--- src/rtl/irq_latch8_pkg.sv ---
// Shared types and constants for the irq_latch8 interrupt front-end.
// Holds the FSM encoding, bus widths and the mask reset value.
`ifndef IRQ_LATCH8_PKG_SV
`define IRQ_LATCH8_PKG_SV

package irq_latch8_pkg;

  localparam int IRQ_N = 8;
  localparam int VEC_W = 3;

  localparam logic [IRQ_N-1:0] MASK_RST = 8'h00;

  typedef enum logic [1:0] {
    ST_IDLE = 2'b00,
    ST_REQ  = 2'b01,
    ST_SERV = 2'b10
  } state_t;

  // One-hot select of the request line addressed by a vector index.
  function automatic logic [IRQ_N-1:0] vec2bit(input logic [VEC_W-1:0] v);
    logic [IRQ_N-1:0] b;
    b    = '0;
    b[v] = 1'b1;
    return b;
  endfunction

endpackage

`endif

--- src/rtl/irq_latch8_if.sv ---
// Bundles the request, mask, encoder and CPU handshake signals of irq_latch8.
// slave = the latch block itself; master = its surroundings (sources, encoder, CPU).
interface irq_latch8_if;
  import irq_latch8_pkg::*;

  logic [IRQ_N-1:0] irq_in;
  logic             mask_we;
  logic [IRQ_N-1:0] mask_wdata;
  logic [IRQ_N-1:0] mask_q;
  logic [IRQ_N-1:0] pend;
  logic [VEC_W-1:0] enc_y;
  logic             enc_idle;
  logic             int_req;
  logic [VEC_W-1:0] int_vec;
  logic             int_ack;
  logic             int_eoi;
  logic             int_busy;

  modport slave (
    input  irq_in, mask_we, mask_wdata, enc_y, enc_idle, int_ack, int_eoi,
    output mask_q, pend, int_req, int_vec, int_busy
  );

  modport master (
    output irq_in, mask_we, mask_wdata, enc_y, enc_idle, int_ack, int_eoi,
    input  mask_q, pend, int_req, int_vec, int_busy
  );

endinterface

--- src/rtl/irq_latch8_sync_edge.sv ---
// One request line: SYNC_STAGES-flop synchroniser followed by a rise detector.
// With IRQ_LEVEL_TRIG_EN defined the history flop is dropped and o_set carries the synced level.
module irq_sync_edge #(
  parameter int SYNC_STAGES = 2
) (
  input  logic clk,
  input  logic rst_n,
  input  logic i_async,
  output logic o_set
);

  logic [SYNC_STAGES-1:0] r_sync;
  logic                   w_synced;

  always_ff @(posedge clk) begin
    if (!rst_n) begin
      r_sync <= '0;
    end else begin
      r_sync[0] <= i_async;
      for (int k = 1; k < SYNC_STAGES; k++) begin
        r_sync[k] <= r_sync[k-1];
      end
    end
  end

  assign w_synced = r_sync[SYNC_STAGES-1];

`ifdef IRQ_LEVEL_TRIG_EN
  assign o_set = w_synced;
`else
  logic r_hist;

  always_ff @(posedge clk) begin
    if (!rst_n) begin
      r_hist <= 1'b0;
    end else begin
      r_hist <= w_synced;
    end
  end

  // A held level yields a single set pulse.
  assign o_set = w_synced & ~r_hist;
`endif

endmodule

--- src/rtl/irq_latch8.sv ---
// Interrupt front-end: synchronise, latch and mask 8 requests for the priority encoder, then run req/ack/eoi with the CPU.
// IRQ_LEVEL_TRIG_EN selects level-triggered pending (no latching, ack does not clear).
module irq_latch8
  import irq_latch8_pkg::*;
#(
  parameter int SYNC_STAGES = 2
) (
  input  logic        clk,
  input  logic        rst_n,
  irq_latch8_if.slave bus
);

  logic [IRQ_N-1:0] w_set;
  logic [IRQ_N-1:0] r_pend_raw;
  logic [IRQ_N-1:0] r_mask;
  logic [VEC_W-1:0] r_vec;
  state_t           r_state;
  state_t           w_state_nxt;
  logic             w_capture;
  logic             w_ack_ok;

  for (genvar gi = 0; gi < IRQ_N; gi++) begin : g_sync
    irq_sync_edge #(
      .SYNC_STAGES (SYNC_STAGES)
    ) u_sync (
      .clk     (clk),
      .rst_n   (rst_n),
      .i_async (bus.irq_in[gi]),
      .o_set   (w_set[gi])
    );
  end

  always_ff @(posedge clk) begin
    if (!rst_n) begin
      r_mask <= MASK_RST;
    end else if (bus.mask_we) begin
      r_mask <= bus.mask_wdata;
    end
  end

`ifdef IRQ_LEVEL_TRIG_EN
  always_ff @(posedge clk) begin
    if (!rst_n) begin
      r_pend_raw <= '0;
    end else begin
      r_pend_raw <= w_set;
    end
  end
`else
  logic [IRQ_N-1:0] w_clr;

  assign w_clr = w_ack_ok ? vec2bit(r_vec) : '0;

  // Set is ORed after the clear so a same-cycle rise on the serviced bit survives the ack.
  always_ff @(posedge clk) begin
    if (!rst_n) begin
      r_pend_raw <= '0;
    end else begin
      r_pend_raw <= (r_pend_raw & ~w_clr) | (w_set & ~r_mask);
    end
  end
`endif

  always_ff @(posedge clk) begin
    if (!rst_n) begin
      r_state <= ST_IDLE;
      r_vec   <= '0;
    end else begin
      r_state <= w_state_nxt;
      if (w_capture) begin
        r_vec <= bus.enc_y;
      end
    end
  end

  always_comb begin
    w_state_nxt = r_state;
    w_capture   = 1'b0;
    w_ack_ok    = 1'b0;
    case (r_state)
      ST_IDLE: begin
        if (!bus.enc_idle) begin
          w_capture   = 1'b1;
          w_state_nxt = ST_REQ;
        end
      end
      ST_REQ: begin
        if (bus.int_ack) begin
          w_ack_ok    = 1'b1;
          w_state_nxt = ST_SERV;
        end
      end
      ST_SERV: begin
        if (bus.int_eoi) begin
          w_state_nxt = ST_IDLE;
        end
      end
      default: w_state_nxt = ST_IDLE;
    endcase
  end

  assign bus.mask_q   = r_mask;
  assign bus.pend     = r_pend_raw & ~r_mask;
  assign bus.int_req  = (r_state == ST_REQ);
  assign bus.int_busy = (r_state == ST_SERV);
  assign bus.int_vec  = r_vec;

endmodule

--- src/flat_wrapper.sv ---
// flat-port wrapper written by rule: the top's interface ports become plain ports
module irq_latch8_flat import irq_latch8_pkg::*;
#(
  parameter int SYNC_STAGES = 2
)
  (clk, rst_n, bus_irq_in, bus_mask_we, bus_mask_wdata, bus_enc_y, bus_enc_idle, bus_int_ack, bus_int_eoi, bus_mask_q, bus_pend, bus_int_req, bus_int_vec, bus_int_busy);
  irq_latch8_if bus_i ();
  input  logic clk;
  input  logic rst_n;
  input wire logic [$bits(bus_i.irq_in)-1:0] bus_irq_in;
  input wire logic [$bits(bus_i.mask_we)-1:0] bus_mask_we;
  input wire logic [$bits(bus_i.mask_wdata)-1:0] bus_mask_wdata;
  input wire logic [$bits(bus_i.enc_y)-1:0] bus_enc_y;
  input wire logic [$bits(bus_i.enc_idle)-1:0] bus_enc_idle;
  input wire logic [$bits(bus_i.int_ack)-1:0] bus_int_ack;
  input wire logic [$bits(bus_i.int_eoi)-1:0] bus_int_eoi;
  output wire logic [$bits(bus_i.mask_q)-1:0] bus_mask_q;
  output wire logic [$bits(bus_i.pend)-1:0] bus_pend;
  output wire logic [$bits(bus_i.int_req)-1:0] bus_int_req;
  output wire logic [$bits(bus_i.int_vec)-1:0] bus_int_vec;
  output wire logic [$bits(bus_i.int_busy)-1:0] bus_int_busy;
  assign bus_i.irq_in = bus_irq_in;
  assign bus_i.mask_we = bus_mask_we;
  assign bus_i.mask_wdata = bus_mask_wdata;
  assign bus_i.enc_y = bus_enc_y;
  assign bus_i.enc_idle = bus_enc_idle;
  assign bus_i.int_ack = bus_int_ack;
  assign bus_i.int_eoi = bus_int_eoi;
  assign bus_mask_q = bus_i.mask_q;
  assign bus_pend = bus_i.pend;
  assign bus_int_req = bus_i.int_req;
  assign bus_int_vec = bus_i.int_vec;
  assign bus_int_busy = bus_i.int_busy;
  irq_latch8 #(.SYNC_STAGES(SYNC_STAGES)) u_core (.clk(clk), .rst_n(rst_n), .bus(bus_i));
endmodule
--- config.mk ---
export PLATFORM = sky130hd
export DESIGN_NAME = irq_latch8_flat
export DESIGN_NICKNAME = d
export VERILOG_FILES = /design/src/rtl/irq_latch8_pkg.sv /design/src/rtl/irq_latch8_if.sv /design/src/rtl/irq_latch8_sync_edge.sv /design/src/rtl/irq_latch8.sv /design/src/flat_wrapper.sv
export SDC_FILE = /design/constraint.sdc
export NUM_CORES = 1
export LEC_CHECK = 0
export BUFFER_PORTS_ARGS = -buffer_cell sky130_fd_sc_hd__clkbuf_2
export CAP_MARGIN = 40
export CORE_MARGIN = 2
export CORE_UTILIZATION = 53
export DETAILED_ROUTE_END_ITERATION = 12
export HOLD_SLACK_MARGIN = 0.03
export PLACE_DENSITY = 0.91
export RECOVER_POWER = 100
export SETUP_SLACK_MARGIN = 0.2
export SLEW_MARGIN = 20
export SYNTH_ARGS = -nofsm -noshare
export SYNTH_HDL_FRONTEND = slang
export SYNTH_SLANG_ARGS = --single-unit
export TNS_END_PERCENT = 1
--- constraint.sdc ---
create_clock -name clk -period 3.35 [get_ports clk]
set_input_delay 0.1675 -clock clk [delete_from_list [all_inputs] [get_ports clk]]
set_output_delay 0.1675 -clock clk [all_outputs]
set_load 0.02 [all_outputs]
### Word level (Yosys, flattened, before mapping)

Index checks and enable logic that the tools add are counted.

* magnitude comparators: 2
* equal/unequal tests: 5
* multiplexer cells: 11
* bitwise logic cells: 22
* reduce and logical (&&, ||, !) cells: 3

Operators with widths (number)
* AND 8 bit: 3
* NOT 8 bit: 2
* AND 1 bit: 8
* two-way mux 8 bit: 1
* NOT 1 bit: 8
* OR 8 bit: 1
* two-way mux 2 bit: 3
* inequality test 2 bit, second input constant: 3
* one-hot mux 2 bit (3 select lines): 1
* two-way mux 1 bit: 5
* less-than comparator 3 x 4 -> 1 bit, second input constant: 1
* demux 1 bit (select 3 bit): 1
* greater-or-equal comparator 3 x 1 -> 1 bit, second input constant: 1
* AND reduction 3 bit: 1
* == test 2 x 1 -> 1 bit, second input constant: 1
* == test 2 bit, second input constant: 1
* zero test 2 bit: 1
* logical AND 1 bit: 1

* bits in registers: 45
* input bits: 25
* output and inout bits: 21
* logic and storage cells: 63

### Longest topological paths before layout

Gate-level depths: netlist of run 1.

* word-level depth: 8
* mapped depth: 4
* mapped depth without buffers: 3

### By module

A second synthesis of run 1 with hierarchy kept.

* cell total of the unflattened synthesis: 152
* area total of the unflattened synthesis: 1646.6 um^2

Modules (own cells, without submodules)
* irq_latch8: times used 1, cells an instance 96, area an instance 905.9 um^2, seq. area each 420.4 um^2
* irq_sync_edge: times used 8, cells an instance 7, area an instance 92.6 um^2, seq. area each 60.1 um^2

### Least setup slack after synthesis of run 1

No wires, ideal clock.

* kind: flip-flop to flip-flop
* from: reg u_core.r_vec[0] (netlist: u_core.bus.int_vec[0])
* to: reg u_core.r_pend_raw[1]
* setup time: 129 ps
* arrival time: 1031 ps
* required time: 3221 ps
* slack: 2190 ps
* cell stages (with the launch flop): 4
* path buffers: 0
* clock period less this slack: 1160 ps
* path through: dfxtp_1 -> nand4b_1 -> o311ai_2 -> o31ai_1

* cells in the longest elaborated chain, start to end: 8
* elaborated cells on any way between the ends: 9
* classes of those cells: order compare (2); mux (3); bitwise (3); reduce/logical (1)

RTL lines
* from (decl): line irq_latch8.sv:16 `logic [VEC_W-1:0] r_vec;`
* from (signal assigned): line irq_latch8.sv:71 `r_vec <= bus.enc_y;`
* less-than comparator 3 x 4 -> 1 bit (implied by the code) or greater-or-equal comparator 3 x 1 -> 1 bit (tied branches): line irq_latch8_pkg.sv:23 `b[v] = 1'b1;`
* logical AND 1 bit (implied by the code): line irq_latch8_pkg.sv:23
* two-way mux 1 bit (implied by the code): line irq_latch8_pkg.sv:23
* demux 1 bit (select 3 bit) (*)
* two-way mux 8 bit (*): line irq_latch8.sv:52 `assign w_clr = w_ack_ok ? vec2bit(r_vec) : '0;`
* NOT 8 bit (*): line irq_latch8.sv:59 `r_pend_raw <= (r_pend_raw & ~w_clr) | (w_set & ~r_mask);`
* AND 8 bit (*): line irq_latch8.sv:59
* OR 8 bit (*): line irq_latch8.sv:59
* to (signal assigned): line irq_latch8.sv:59
* to (decl): line irq_latch8.sv:14 `logic [IRQ_N-1:0] r_pend_raw;`

Every way passes the cells marked *; elsewhere a longest branch is shown, timed or not.
A chain may end at the register's enable or synchronous reset.

==> impl_metrics.yaml, run 1 <==
outcome:
  outcome: "finished with violations"
  violations: "max-capacitance violations, max-slew violations"
floorplanning:
  ios: 46
  fp.dieH_um: 58.0
  die-area_um2: 3360
  initial_core_util_pct: 55.9
  dieWidth_um: 58.0
  core_area_um2: 2760
  rows: 19
worst_setup_path:
  worstSetupEndpointType: "register"
  worstPathRequired_ps: 3630
  crit_start: "rst_n"
  critPathKind: "input pin to register"
  r2r_cells: 3
  crit_path_end: "u_core.r_pend_raw[6]$_SDFF_PN0_"
  r2r_start: "u_core.r_state[0]$_SDFFE_PN0P_"
  cp_max_fo: 48
  reg2reg_setup_slack_ps: 2110
  regToRegEndpoint: "u_core.bus.int_vec[0]$_SDFFE_PN0P_"
  critPathLaunchType: "input pin"
  crit_arrival_ps: 1850
timing:
  fmax_mhz: 638
  finalCritPeriodShare_pct: 46.8
  worst_pin_slew_ps: 1600
  finalSetupTns_ps: 0
  whs_ps: 48.9
  rsz0062_at_grt: "false"
  skew_ps: 5.77
  slew_viol_final: 49
  setup_viol: 0
  max-slew-margin-rel_pct: -6.88
  final-hold-violation-count: 0
  min_period_ps: 1570
synth:
  syn_nets: 171
  synth_top_area_share_pct: 58.4
  synthMuxAreaShare_pct: 5.92
  yosys.area_share.simple_pct: 23.0
  postSynthCellCount: 146
  yosysTopAreaCell: "dfxtp_1"
  postSynthAreaPerCell_um2: 10.6
  ys_seq_area_share_pct: 58.4
  yosysWarnings: 0
  yosys.area_share.adder_pct: 0
  synthTopCellsByArea: "dfxtp_1 58%, and2_1 6.9%, nor2b_1 6.9%"
  synth_top_family_by_area: "simple AND/OR/NAND/NOR gates"
  synth_compound_area_share_pct: 9.41
  synth_xor_area_share_pct: 0
  ys_ff_latch: 45
  ys_types: 26
  syn_area_um2: 1540
detailed_routing:
  initialDrtViolationCount: 34
  ant_nets: 0
  drc_errors: 0
  viasPerCell: 4.97
  wl_um: 3120
  drtPass1Iterations: 4
  via_count: 1162
  wl_per_cell_um: 13.3
grt:
  grt_max_degree: 49
  antenna_found_initial: 0
  grt_overflow: 0
  grt_usage_pct: 20.7
  grt_pass1_vias: 1199
  grt_first_pass_wirelength_um: 5110
final_layout:
  antennaDiodeCount: 0
  final_nets: 227
  drive_gt1_share_pct: 16.7
  syn_to_final_growth_pct: 24.2
  fill_cells: 232
  final_area_um2: 1920
clock_network:
  cts_resized: 0
  clock_sinks: 45
  clk_latency_ps: 360
  cts_made_buffers: 5
  cts-root-buf: "clkbuf_4"
  post_cts_buffers: 0
  clk_pin_slew_ps: 130
  cts_tree: "yes"
  cts_buffer_depth: 2
  htreeDepth: 2
job:
  drv_cap: 1
power_and_ir_drop:
  finalPower_uw: 947
  vdd_drop_max_uv: 532
  powerDensity_nw_per_um2: 494
  p_leak_uw: 0.000841
placed_design:
  hpwl_um: 2120
  port-buffer-count: 45
  placed_cell_area_um2: 1780
  gp_congestion: 0.762
hold_path:
  worstHoldStart: "bus_enc_y[0]"
  worstHoldPathType: "input pin to register"
[routing by layer]
metal	share of wire, %	vias up	global-route usage, %
li1	-	600	-
met1	43	512	23.2
met2	48	41	34.7
met3	6.2	9	7.59
met4	3.0	0	9.97
met5	0	-	0
[layout by cell type (no fill, tap or decap), drive strengths merged]
cell	Yosys	routed
o21ai	4	4
nand2b	3	3
o211ai	3	3
clkbuf	3	50
mux2i	8	8
and2b	1	1
nand3b	1	1
clkinv	0	1
nand3	3	3
mux2	1	1
o311ai	4	4
o31ai	7	7
nand2	13	13
dlygate4sd3	0	10
inv	7	8
nor3	1	1
nor4	1	1
clkinvlp	0	1
nor2	1	1
nor3b	1	1
a21boi	1	1
and2	17	17
nor2b	17	17
nand4b	1	1
dfxtp	45	45
[state kept, by name, indices dropped and copies added (netlist names)]
| name | cells |
|---|---|
| u_core.bus.int_vec | 3 |
| u_core.bus.mask_q | 8 |
| u_core.g_sync.u_sync.r_hist | 8 |
| u_core.g_sync.u_sync.r_sync | 16 |
| u_core.r_pend_raw | 8 |
| u_core.r_state | 2 |
[synthesized netlist by cell type, drive strengths merged]
master and n:
dfxtp 45, and2 17, nor2b 17, nand2 13
mux2i 8, inv 7, o31ai 7, o21ai 4
o311ai 4, buf 3, clkbuf 3, nand2b 3
nand3 3, o211ai 3, a21boi 1, and2b 1
mux2 1, nand3b 1, nand4b 1, nor2 1
nor3 1, nor3b 1, nor4 1
[worst min path at each step]
stage,to,slack (ps),cells past startpoint
floorplan,u_core.g_sync[0].u_sync.r_sync[0]$_SDFF_PN0_,290,1
global placement,u_core.g_sync[2].u_sync.r_sync[0]$_SDFF_PN0_,370,2
detailed placement,u_core.g_sync[4].u_sync.r_sync[0]$_SDFF_PN0_,380,2
CTS,u_core.bus.mask_q[7]$_SDFFE_PN0P_,40,3
global route,u_core.bus.int_vec[0]$_SDFFE_PN0P_,40,3
finish,u_core.bus.int_vec[0]$_SDFFE_PN0P_,50,3
[worst max-delay path, cell delays in order]
cell and delay, ps:
clkbuf_1 1130, o311ai_0 390, o31ai_1 160
[what timing repair did]
item,4_1_cts,5_1_grt
endpoints found under the hold margin,10,0
setup endpoints to repair,0,0
hold buffers,10,0
[cell families (layout without fill, tap and decap cells)]
| group | count (synthesis) | in the layout |
|---|---|---|
| flops | 45 | 45 |
| simple gates | 60 | 60 |
| buf+inv | 13 | 70 |
| mux | 9 | 9 |
| compound gates | 19 | 19 |
[power by group]
part           internal (uW)  total (uW)  switching, uW
Clock                   85.6         264            179
Combinational           46.8         102           55.4
Sequential               562         580           18.6
Total                    694         947            253
[metrics by stage]
step,util (%),cells,setup slack [ps]
after floorplan,-,146,2190
after global placement,64.6,216,2160
after detailed placement,64.6,216,2120
after CTS,70.5,234,1960
after global routing,69.5,234,1630
final,69.5,234,1780
[final cells by class]
cell class	instances	area, um^2	share of cell area (%)
Sequential cell	45	901	47.0
Multi-Input combinational cell	88	591	30.8
Timing Repair Buffer	55	298	15.5
Tap cell	31	38.8	2.02
Clock buffer	5	37.5	1.96
Inverter	7	26.3	1.37
Clock inverter	3	25.0	1.31
Note: power is estimated with default switching activity, not from simulation.
==> inputs of run 2 (changes only) <==
ABC_AREA = 1   (was default)
CORE_UTILIZATION = 50   (was 53)
PLACE_DENSITY = 0.86   (was 0.91)
clock period = 1.5 ns   (was 3.35 ns; I/O delays follow)
==> impl_metrics.yaml, run 2 <==
worst_setup_path:
  critPathKind: "register to output port"
  crit_chain: "nand2_2 -> inv_1 -> clkbuf_1"
  regToRegEndpoint: "u_core.r_pend_raw[3]$_SDFF_PN0_"
  critPathLaunchType: "register"
  crit_path_top_delay_cell: "dfxtp_1"
  worstSetupEndpointType: "output port"
  r2r_start: "u_core.bus.int_vec[0]$_SDFFE_PN0P_"
  slowest_delay_ps: 400
  reg2reg_setup_slack_ps: 490
  cp_max_fo: 4
  path_buf_inv: 2
  worstPathRequired_ps: 1420
  crit_family: "flip-flops"
  r2r_cells: 5
  crit_arrival_ps: 1160
hold_path:
  worstHoldStart: "bus_mask_we"
  hold_path_depth: 3
  worstHoldPathType: "input pin to register"
  holdPathEnd: "u_core.bus.mask_q[2]$_SDFFE_PN0P_"
synth:
  syn_area_um2: 1670
  synth_top_area_share_pct: 54.1
  ys_seq_area_share_pct: 54.1
  postSynthCellCount: 212
  synthFlopType: "dfxtp_1"
  ys_async_sr_fraction_pct: 0
  yosysTopAreaCell: "dfxtp_1"
  synthTopCellsByArea: "dfxtp_1 54%, nand2_1 9.9%, inv_2 6.8%"
  synth.most_common_cell: "dfxtp_1"
  yosysWarnings: 0
  synth_commonest_cells: "45 x dfxtp_1, 44 x nand2_1, 30 x inv_2"
  syn_nets: 237
  ys_ff_latch: 45
  postSynthAreaPerCell_um2: 7.86
  ys_types: 16
  synth-edff-count: 0
floorplanning:
  ios: 46
  core_area_um2: 3100
  initial_core_util_pct: 53.7
  dieWidth_um: 61.7
  fp.dieH_um: 61.7
  rows: 20
  die-area_um2: 3810
timing:
  finalCritPeriodShare_pct: 82.1
  setup_viol: 0
  min_period_ps: 1230
  rsz0062_at_grt: "false"
  final-hold-violation-count: 0
  worst_pin_slew_ps: 828
  max-slew-margin-rel_pct: 44.8
  slew_viol_final: 0
  skew_ps: 4.73
  fmax_mhz: 812
  finalSetupTns_ps: 0
grt:
  grt_overflow: 0
  grt_first_pass_wirelength_um: 4890
  antenna_found_initial: 0
  grt_max_degree: 23
  grt_usage_pct: 18.5
  grt_pass1_vias: 1180
clock_network:
  cts_resized: 0
  htreeDepth: 2
  cts_made_buffers: 5
  cts_tree: "yes"
  clk_latency_ps: 360
  post_cts_buffers: 0
  clock_sinks: 45
  cts-root-buf: "clkbuf_4"
  clk_pin_slew_ps: 120
  cts_buffer_depth: 2
power_and_ir_drop:
  p_leak_uw: 0.000929
  vdd_drop_max_uv: 544
  powerDensity_nw_per_um2: 1100
  finalPower_uw: 2360
placed_design:
  hpwl_um: 2130
  port-buffer-count: 45
  gp_congestion: 0.833
  dp_cells: 297
final_layout:
  final_cell_mix: "45 x nand2_1, 45 x dfxtp_1, 27 x nor2_1"
  fill_cells: 283
  final_nets: 306
  largest_register_ffs: 16
  syn_to_final_growth_pct: 29.4
  drive_gt1_share_pct: 15.6
  regMostFlops: "u_core.g_sync.u_sync.r_sync"
  final_cell_count_no_fill: 326
  antennaDiodeCount: 0
outcome:
  outcome: "completed"
detailed_routing:
  drtPass1Iterations: 4
  viasPerCell: 4.34
  wl_per_cell_um: 9.69
  ant_nets: 0
  wl_um: 3160
  drc_errors: 0
  via_count: 1414
  initialDrtViolationCount: 53
job:
  drv_cap: 0
[run 2: per-layer routing]
layer | share of wire, % | up-vias | wire length, um | track usage [%]
met5 | 0 | - | 0 | 0
met4 | 1.7 | 0 | 53 | 7.29
met3 | 5.6 | 7 | 176 | 7.45
met2 | 48 | 44 | 1510 | 32.9
met1 | 45 | 600 | 1420 | 19.5
li1 | - | 763 | - | -
[run 2: worst max-delay path by stage]
| stage | startpoint | cells after the start | to |
|---|---|---|---|
| 2_1_floorplan | u_core.bus.int_vec[0]$_SDFFE_PN0P_ | 5 | u_core.r_pend_raw[5]$_SDFF_PN0_ |
| 3_3_place_gp | u_core.r_state[1]$_SDFFE_PN0P_ | 6 | u_core.r_pend_raw[0]$_SDFF_PN0_ |
| 3_5_place_dp | u_core.r_state[1]$_SDFFE_PN0P_ | 6 | u_core.r_pend_raw[3]$_SDFF_PN0_ |
| 4_1_cts | u_core.r_state[1]$_SDFFE_PN0P_ | 4 | bus_int_req |
| 5_1_grt | u_core.r_state[1]$_SDFFE_PN0P_ | 3 | bus_int_busy |
| 6_report | u_core.r_state[0]$_SDFFE_PN0P_ | 3 | bus_int_req |
[run 2: power breakdown]
| part | switching (uW) | leakage [uW] | internal (uW) | total [uW] |
|---|---|---|---|---|
| Clock | 379 | 0.0000445 | 396 | 774 |
| Combinational | 168 | 0.000514 | 122 | 290 |
| Sequential | 41.3 | 0.000371 | 1260 | 1300 |
| Total | 588 | 0.000929 | 1780 | 2360 |
[run 2: kinds of logic after synthesis]
kind of cell	count (synthesis)	share of synthesized area (%)
and+or+nand+nor	84	21.6
buffers and inverters	55	14.1
DFF	45	54.1
AOI/OAI and AO/OA	28	10.2
[run 2: stage by stage]
step | hold WS [ps] | worst slack, ps | utilization (%) | area (um^2)
after floorplan | 182 | 530 | - | 1670
after global placement | 266 | 567 | 61.5 | 1910
after detailed placement | 268 | 526 | 61.5 | 1910
after CTS | 51.0 | 319 | 71.2 | 2210
after global routing | 115 | 188 | 69.5 | 2160
final | 92.4 | 269 | 69.5 | 2160
[run 2: worst min-delay path, delay by kind of cell]
| family | cells | cell delay (ps) |
|---|---|---|
| simple gates | 1 | 80 |
| buf+inv | 1 | 170 |
| compound gates | 1 | 100 |
[run 2: repair_timing]
item | in CTS | in global routing
hold endpoints to repair | 21 | 0
hold buffers | 21 | 0
setup endpoints to repair | 0 | 0
[run 2: final cells by class]
cell class / instances / area, um^2 / area share (%)
Sequential cell: 45 / 901 / 41.8
Multi-Input combinational cell: 112 / 505 / 23.4
Timing Repair Buffer: 67 / 415 / 19.3
Inverter: 50 / 190 / 8.82
Tap cell: 44 / 55.1 / 2.55
Clock buffer: 6 / 51.3 / 2.38
Clock inverter: 2 / 37.5 / 1.74
